### config.mk
export PLATFORM = sky130hd
export DESIGN_NAME = seven_seg_scan_ctrl
export DESIGN_NICKNAME = d
export VERILOG_FILES = /design/src/rtl/seven_seg_pkg.sv /design/src/rtl/seven_seg_scan_ctrl_decode.sv /design/src/rtl/seven_seg_scan_ctrl.sv
export SDC_FILE = /design/constraint.sdc
export NUM_CORES = 1
export LEC_CHECK = 0
export ABC_AREA = 0
export BUFFER_PORTS_ARGS = -buffer_cell sky130_fd_sc_hd__buf_2
export CELL_PAD_IN_SITES_DETAIL_PLACEMENT = 1
export CELL_PAD_IN_SITES_GLOBAL_PLACEMENT = 2
export CORE_MARGIN = 3
export CORE_UTILIZATION = 35
export CTS_CLUSTER_DIAMETER = 40
export DETAILED_ROUTE_END_ITERATION = 12
export PLACE_DENSITY = 0.88
export RECOVER_POWER = 100
export SYNTH_ARGS = -nofsm -noshare
export SYNTH_HDL_FRONTEND = slang
export SYNTH_SLANG_ARGS = --single-unit
### constraint.sdc
create_clock -name CLK -period 2.5 [get_ports CLK]
set_input_delay 0.375 -clock CLK [delete_from_list [all_inputs] [get_ports CLK]]
set_output_delay 0.375 -clock CLK [all_outputs]
set_load 0.005 [all_outputs]
### src/rtl/seven_seg_pkg.sv
// Shared glyph constants and hex decode for the seven-segment scan controller.
// Glyphs are active-low, bit order g..a (bit 6 = g, bit 0 = a).
package seven_seg_pkg;

    localparam logic [6:0] SEG_0     = 7'h40;
    localparam logic [6:0] SEG_1     = 7'h79;
    localparam logic [6:0] SEG_2     = 7'h24;
    localparam logic [6:0] SEG_3     = 7'h30;
    localparam logic [6:0] SEG_4     = 7'h19;
    localparam logic [6:0] SEG_5     = 7'h12;
    localparam logic [6:0] SEG_6     = 7'h02;
    localparam logic [6:0] SEG_7     = 7'h78;
    localparam logic [6:0] SEG_8     = 7'h00;
    localparam logic [6:0] SEG_9     = 7'h10;
    localparam logic [6:0] SEG_A     = 7'h08;
    localparam logic [6:0] SEG_B     = 7'h03;
    localparam logic [6:0] SEG_C     = 7'h46;
    localparam logic [6:0] SEG_D     = 7'h21;
    localparam logic [6:0] SEG_E     = 7'h06;
    localparam logic [6:0] SEG_F     = 7'h0E;
    localparam logic [6:0] SEG_BLANK = 7'h7F;

    typedef enum logic {
        PH_BLANK,
        PH_ON
    } phase_t;

    function automatic logic [6:0] hex_to_seg(input logic [3:0] nib);
        logic [6:0] seg;
        unique case (nib)
            4'h0: seg = SEG_0;
            4'h1: seg = SEG_1;
            4'h2: seg = SEG_2;
            4'h3: seg = SEG_3;
            4'h4: seg = SEG_4;
            4'h5: seg = SEG_5;
            4'h6: seg = SEG_6;
            4'h7: seg = SEG_7;
            4'h8: seg = SEG_8;
            4'h9: seg = SEG_9;
            4'hA: seg = SEG_A;
            4'hB: seg = SEG_B;
            4'hC: seg = SEG_C;
            4'hD: seg = SEG_D;
            4'hE: seg = SEG_E;
            4'hF: seg = SEG_F;
        endcase
        return seg;
    endfunction

endpackage

### src/rtl/seven_seg_scan_ctrl_decode.sv
// Nibble to active-low segment decoder with a blank override.
// Ports: nibble (hex digit), blank (force all segments off), seg (g..a, active-low).
module seven_seg_decode
    import seven_seg_pkg::*;
(
    input  logic [3:0] nibble,
    input  logic       blank,
    output logic [6:0] seg
);

    assign seg = blank ? SEG_BLANK : hex_to_seg(nibble);

endmodule

### src/rtl/seven_seg_scan_ctrl.sv
// Time-multiplexed common-anode seven-segment scan controller with tear-free
// frame-boundary update, inter-digit blanking and leading-zero blanking.
// Ports: CLK, RESET (async, active-high), ENABLE (clock enable), LOAD strobe with
// VALUE/DP_IN/MASK/LZB; outputs SS_AN, SS_SEG, SS_DP (active-low), FRAME_START.
module seven_seg_scan_ctrl
    import seven_seg_pkg::*;
#(
    parameter int DIGITS       = 4,
    parameter int DIGIT_CYCLES = 100000,
    parameter int BLANK_CYCLES = 1000
) (
    input  logic                  CLK,
    input  logic                  RESET,
    input  logic                  ENABLE,
    input  logic                  LOAD,
    input  logic [4*DIGITS-1:0]   VALUE,
    input  logic [DIGITS-1:0]     DP_IN,
    input  logic [DIGITS-1:0]     MASK,
    input  logic                  LZB,
    output logic [DIGITS-1:0]     SS_AN,
    output logic [6:0]            SS_SEG,
    output logic                  SS_DP,
    output logic                  FRAME_START
);

    localparam int CW = $clog2(DIGIT_CYCLES);
    localparam int IW = $clog2(DIGITS);

    localparam logic [CW-1:0] CNT_LAST  = CW'(DIGIT_CYCLES - 1);
    localparam logic [CW-1:0] CNT_BLANK = CW'(BLANK_CYCLES);
    localparam logic [IW-1:0] IDX_LAST  = IW'(DIGITS - 1);

    logic [CW-1:0]         cnt;
    logic [IW-1:0]         idx;

    logic [4*DIGITS-1:0]   pend_value;
    logic [DIGITS-1:0]     pend_dp;
    logic [DIGITS-1:0]     pend_mask;
    logic                  pend_lzb;

    logic [4*DIGITS-1:0]   disp_value;
    logic [DIGITS-1:0]     disp_dp;
    logic [DIGITS-1:0]     disp_mask;
    logic                  disp_lzb;

    logic                  slot_end;
    logic                  frame_end;
    phase_t                phase;

    logic [3:0]            cur_nib;
    logic                  cur_dp;
    logic                  cur_mask;
    logic                  upper_nz;
    logic                  lz_blank;
    logic                  digit_blank;
    logic [6:0]            seg_next;
    logic [DIGITS-1:0]     an_next;

    assign slot_end  = (cnt == CNT_LAST);
    assign frame_end = slot_end && (idx == IDX_LAST);
    assign phase     = (cnt < CNT_BLANK) ? PH_BLANK : PH_ON;

    // Select the current digit and look for any nonzero nibble at or above it.
    always_comb begin
        cur_nib  = 4'h0;
        cur_dp   = 1'b0;
        cur_mask = 1'b0;
        upper_nz = 1'b0;
        for (int j = 0; j < DIGITS; j++) begin
            if (idx == IW'(j)) begin
                cur_nib  = disp_value[4*j +: 4];
                cur_dp   = disp_dp[j];
                cur_mask = disp_mask[j];
            end
            if (j >= int'(idx) && disp_value[4*j +: 4] != 4'h0) begin
                upper_nz = 1'b1;
            end
        end
    end

    // Digit 0 is never zero-blanked; a lit DP keeps its digit visible.
    assign lz_blank    = disp_lzb && (idx != '0) && !upper_nz && !cur_dp;
    assign digit_blank = !cur_mask || lz_blank;

    seven_seg_decode u_decode (
        .nibble (cur_nib),
        .blank  (digit_blank),
        .seg    (seg_next)
    );

    always_comb begin
        an_next = '1;
        if (phase == PH_ON && !digit_blank) begin
            an_next[idx] = 1'b0;
        end
    end

    always_ff @(posedge CLK or posedge RESET) begin
        if (RESET) begin
            cnt         <= '0;
            idx         <= '0;
            pend_value  <= '0;
            pend_dp     <= '0;
            pend_mask   <= '0;
            pend_lzb    <= 1'b0;
            disp_value  <= '0;
            disp_dp     <= '0;
            disp_mask   <= '0;
            disp_lzb    <= 1'b0;
            SS_AN       <= '1;
            SS_SEG      <= SEG_BLANK;
            SS_DP       <= 1'b1;
            FRAME_START <= 1'b0;
        end else if (ENABLE) begin
            cnt <= slot_end ? '0 : cnt + CW'(1);
            if (slot_end) begin
                idx <= (idx == IDX_LAST) ? '0 : idx + IW'(1);
            end
            if (LOAD) begin
                pend_value <= VALUE;
                pend_dp    <= DP_IN;
                pend_mask  <= MASK;
                pend_lzb   <= LZB;
            end
            // A LOAD coinciding with the boundary bypasses the pending copy.
            if (frame_end) begin
                disp_value <= LOAD ? VALUE : pend_value;
                disp_dp    <= LOAD ? DP_IN : pend_dp;
                disp_mask  <= LOAD ? MASK  : pend_mask;
                disp_lzb   <= LOAD ? LZB   : pend_lzb;
            end
            SS_AN       <= an_next;
            SS_SEG      <= seg_next;
            SS_DP       <= digit_blank || !cur_dp;
            FRAME_START <= (cnt == '0) && (idx == '0);
        end
    end

endmodule
# Word-level counts from Yosys, hierarchy flattened
# Memory sizes are Yosys's and may differ from the RTL's.
# Cells that the tools add are included.
op_classes:
  div_mod_pow: 0
  n_shift: 0
  reduce_logical: 25
  mux: 27
  n_bitwise: 1
  n_addsub: 2
  magnitude_cmp: 6
  n_mul: 0
  eq_ne: 4
op_table:
  columns: ["cell", "count"]
  rows:
  - ["$mux W4", 7]
  - ["$add A17 B1 Y17 const B", 1]
  - ["$eq A17 B17 Y1 const B", 1]
  - ["$logic_not A17 Y1", 1]
  - ["$lt A17 B10 Y1 const B", 1]
  - ["$mux W17", 1]
  - ["$mux W16", 1]
  - ["$reduce_bool A4 Y1", 4]
  - ["$mux W1", 15]
  - ["$logic_and A1 B1 Y1", 10]
  - ["$mux W7", 1]
  - ["$eq A2 B2 Y1 const B", 2]
  - ["$ge A1 B2 Y1 const A", 2]
  - ["$logic_not A1 Y1", 4]
  - ["$not A4 Y4", 1]
  - ["$reduce_and A2 Y1", 2]
  - ["$lt A2 B3 Y1 const B", 1]
  - ["$add A2 B1 Y2 const B", 1]
  - ["$demux W1 S2", 1]
  - ["$eq A2 B1 Y1 const B", 1]
  - ["$ge A2 B1 Y1 const B", 1]
  - ["$ge A2 B2 Y1 const A", 1]
  - ["$logic_not A2 Y1", 1]
  - ["$logic_or A1 B1 Y1", 2]
  - ["2 further kinds", 2]
word_totals:
  latchBits: 0
  n_memories: 1
  input_bits: 29
  romBits: 112
  wordCells: 80
  ff_bits: 82
  out_inout_bits: 13
  ram_bits: 0
mem_list:
  columns: ["memory", "depth", "width", "read_ports", "rd_ports_with_merged_regs", "wr", "line", "rtl"]
  rows:
  - ["(no name shown)", 16, 7, 1, 0, 0, "seven_seg_pkg.sv:30", "unique case (nib)"]

# Longest topological paths before layout
depth:
  depth_word: 13
  ltp_mapped: 10
  depth_no_buf: 9

# Modules after synthesis
# A second synthesis with hierarchy kept.
unflattened:
  cells_unflattened: 354
  area_unflattened_um2: 4364.2
by_module_without_submodules:
  columns: ["mod", "seq_area_each_um2", "n_inst", "area_each_um2", "cells_per_inst"]
  rows:
  - ["seven_seg_scan_ctrl", 2067.0, 1, 4065.1, 319]
  - ["seven_seg_decode", 0.0, 1, 299.0, 35]

# Worst setup path before layout
# OpenSTA, ideal clock, no wires.
synth_path:
  kind: "flip-flop to flip-flop"
  startpoint: "register idx[0]"
  endpoint: "register SS_SEG[0]"
  stages_incl_launch_ff: 11
  t_arrival_ps: 2121
  setup_slack_ps: 291
  path_buffers: 2
  setup_ps: 88
  synth_period_minus_slack_ps: 2209
  required_ps: 2412
  path_cell_list: "dfrtp_1 > ha_1 > buf_6 > buf_4 > a211oi_1 > a221o_1 > inv_1 > ha_1 > mux2_2 > a22oi_1 > a31oi_1"
synth_via:
  elab_chain_cells: 11
  elab_cells_between_ends: 36
  classes_between: "order compare: 3; eq/ne: 3; mux: 17; reduce/logical: 12; memory: 1"
synth_lines:
  columns: ["item", "line", "rtl"]
  rows:
  - ["start: declaration", "seven_seg_scan_ctrl.sv:34", "logic [IW-1:0] idx;"]
  - ["start signal: assignment", "seven_seg_scan_ctrl.sv:117", "idx <= (idx == IDX_LAST) ? '0 : idx + IW'(1);"]
  - ["branches (longest 10 deep; another with $mem_v2 Z16 W7)", null, null]
  - ["$mux W7 (*)", "seven_seg_scan_ctrl_decode.sv:11", "assign seg = blank ? SEG_BLANK : hex_to_seg(nibble);"]
  - ["end signal: assignment", "seven_seg_scan_ctrl.sv:133", "SS_SEG <= seg_next;"]
  - ["end: declaration", "seven_seg_scan_ctrl.sv:21", "output logic [6:0] SS_SEG,"]
# Every way passes the cells marked *.
# A chain may end at the register's enable or synchronous reset.

# Worst setup path after layout
layout_path:
  startpoint: "register idx[1]"
  endpoint: "register SS_SEG[0]"
# Same word-level chain as after synthesis.

==> impl_metrics.yaml <==
clocking:
  cts_root_buffer: "clkbuf_16"
  clkTransAtPathRegs_ns: 0.07
  cts_inserted_buffers: 9
  cts_tree: "yes"
  worstSkewPairLatency_ns: 0.34
  cts_htree_levels: 3
  cts_buffer_depth: 2
  clkSinkCount: 82
route:
  drt_iter0_markers: 163
  post-route-drc-count: 0
  wl_per_cell_um: 15.78
  via_count: 2957
  ant_nets: 0
  routed_wl_um: 9152
  dr.pass1.iters: 4
  viasPerCell: 5.098
die:
  rows: 39
  coreArea_um2: 11560
  fp.dieW_um: 115.3
  initial_core_util_pct: 36.17
  num_io_pins: 42
  die_h_um: 115.3
  die-area_um2: 13300
global_routing:
  grt_pass1_vias: 3169
  track_usage_pct: 14.97
  grt_pass1_wl_um: 15720
  grtUsageMet2_pct: 24.61
  antenna_found_initial: 0
  grt-ovfl-total: 0
  grtUsageMet3_pct: 3.421
  grt.busiest_layer: "met2"
  grt_use_met1_pct: 19.28
  grt_max_degree: 51
timing:
  setup_violations: 0
  worstMarginPinSlew_ns: 1.046
  fmax_mhz: 430.2
  rsz0062_at_grt: "no"
  post-route-period-util_pct: 92.98
  slew_viol_final: 0
  finClkSkew_ns: 0.009563
  slew_headroom_pct: 30.25
  fin_ws_ns: 0.1755
  report.final.hold_viol_count: 0
  finalSetupTns_ns: 0
  finalCriticalPeriod_ns: 2.324
finish:
  layout_common_cells: "dfrtp_1, nand2_1, buf_2"
  stdcell_count: 580
  fin_nets: 474
  final_common_cell: "dfrtp_1"
  nFillCells: 1291
  n_antenna_cell: 0
  final_layout_size_suffix_gt1_share_pct: 25.86
  syn2layout_area_growth_pct: 16.03
power:
  ir_drop_uv: 421.7
  power_w: 0.003252
  p_per_area_nw_per_um2: 670.1
  p_leak_nw: 2.121
worst_setup_path:
  cp.arrival_ns: 2.59
  end_kind: "register"
  startpoint: "idx[1]"
  path_class: "reg -> reg"
  cp_num_buf_inv: 2
  path_depth: 9
  critPathMaxStageDelay_ns: 0.41
  r2r_cells: 9
  path_max_fanout: 7
  cp_slowest_cell: "dfrtp_2"
  crit_family: "compound AO/OA/AOI/OAI gates"
  cp_data_required_time_ns: 2.76
  startpoint_type: "register"
  worstReg2RegStart: "idx[1]"
  crit_chain: "inv_1, ha_1, a211oi_1, a221o_1, inv_1, ha_1, mux2_2, a22oi_1, a31oi_1"
synthesis:
  syn_area_per_cell_um2: 10.81
  synth_nets: 429
  yosysUniqueCellTypes: 53
  yosysSeqAreaShare_pct: 49.42
  synth_warnings: 0
  synth-edff-count: 0
  synth_flop_cell: "dfrtp_1"
  synth_area_um2: 4183
  ys_ff_latch: 82
  async_flop_share_pct: 100.0
  syn_inst: 387
status:
  outcome: "finished clean"
worst_hold_path:
  worstHoldPathCells: 2
  hp-class: "in -> reg"
  min_from: "MASK[2]"
placement:
  place_inst: 562
  pre_cts_ws_ns: 0.09134
  dp_hpwl_um: 6790
  gp_congestion: 0.7597
  portBuffers: 41
run:
  drv_cap: 0
[sequential cells by signal, summed over array words and instances, names as in the netlist]
name	flops
idx	2
SS_AN	4
SS_DP	1
disp_mask	4
cnt	17
disp_dp	4
disp_lzb	1
disp_value	16
FRAME_START	1
pend_lzb	1
pend_dp	4
pend_mask	4
SS_SEG	7
pend_value	16
[path summary, 6_finish.rpt]
check	end	slack, ns
setup / recovery	SS_SEG[0]	0.18
hold / removal	pend_mask[2]	0.28
setup reg to reg	SS_SEG[0]	0.18
hold reg to reg	disp_dp[3]	0.48
max in group asynchronous	idx[1]	0.61
min in group asynchronous	pend_value[2]	0.53
[logic make-up after synthesis]
family | synth area share (%)
buf+inv | 4.427
fa+ha+maj | 3.889
simple gates | 14.99
compound gates | 9.991
flops | 49.42
mux | 13.94
xor+xnor | 3.350
[Yosys cell counts, types with 2 or more instances]
cell      instances  area (um^2)
dfrtp_1          70         1752
nand2_1          40        150.1
nor2_1           32        120.1
mux2i_1          29        290.3
mux2_2           26        292.8
o21ai_1          26        130.1
ha_1             13        162.7
inv_1            13        48.80
dfstp_2          12        315.3
nand3_1          10        50.05
xnor2_1          10        87.58
a21oi_1           8        40.04
a31oi_1           7        43.79
buf_2             7        35.03
nand4_1           7        43.79
clkbuf_1          6        22.52
nor3_1            6        30.03
xor2_1            6        52.55
buf_6             5        56.30
nand3b_1          5        37.54
nor4_1            4        25.02
o21ai_0           4        20.02
a211oi_1          3        22.52
a221o_1           3        30.03
nor3b_1           3        22.52
a21oi_2           2        17.52
and2_1            2        12.51
and4_1            2        17.52
buf_4             2        15.01
[metal layers]
layer | wire, um | vias to the layer above
met3 | 280 | 11
met1 | 4304 | 1455
met5 | 0 | -
met2 | 4421 | 40
met4 | 145 | 0
li1 | - | 1451
[report_power, final]
group	switching, W	internal (W)
logic	0.000163	0.000175
clock network	0.000556	0.000811
registers	0.000105	0.00144
total	0.000824	0.00243
[metrics by stage]
step                      utilization, %  cell area (um^2)  hold slack [ns]
after global routing               41.97              4853           0.2712
final                              41.97              4853           0.2777
after detailed placement           39.35              4551           0.2711
after CTS                          42.12              4871           0.2676
after floorplan                        -              4183           0.4480
after global placement             39.35              4551           0.2672
[area by class of cell]
class | count | area [um^2] | share of cell area (%)
sequential | 82 | 2068 | 42.61
clock buffer | 10 | 239.0 | 4.924
clock inverter | 6 | 71.32 | 1.469
timing repair buffer | 55 | 296.5 | 6.110
multi-input combinational | 270 | 1946 | 40.09
inverter | 14 | 53.80 | 1.109
tap | 143 | 178.9 | 3.687
[what timing repair did]
action,4_1_cts,5_1_grt
setup buffers,0,1
hold endpoints to repair,7,0
resized for setup,0,6
hold buffers,1,0
setup endpoints to repair,0,7
No activity file was read; power rests on OpenSTA's default activity.
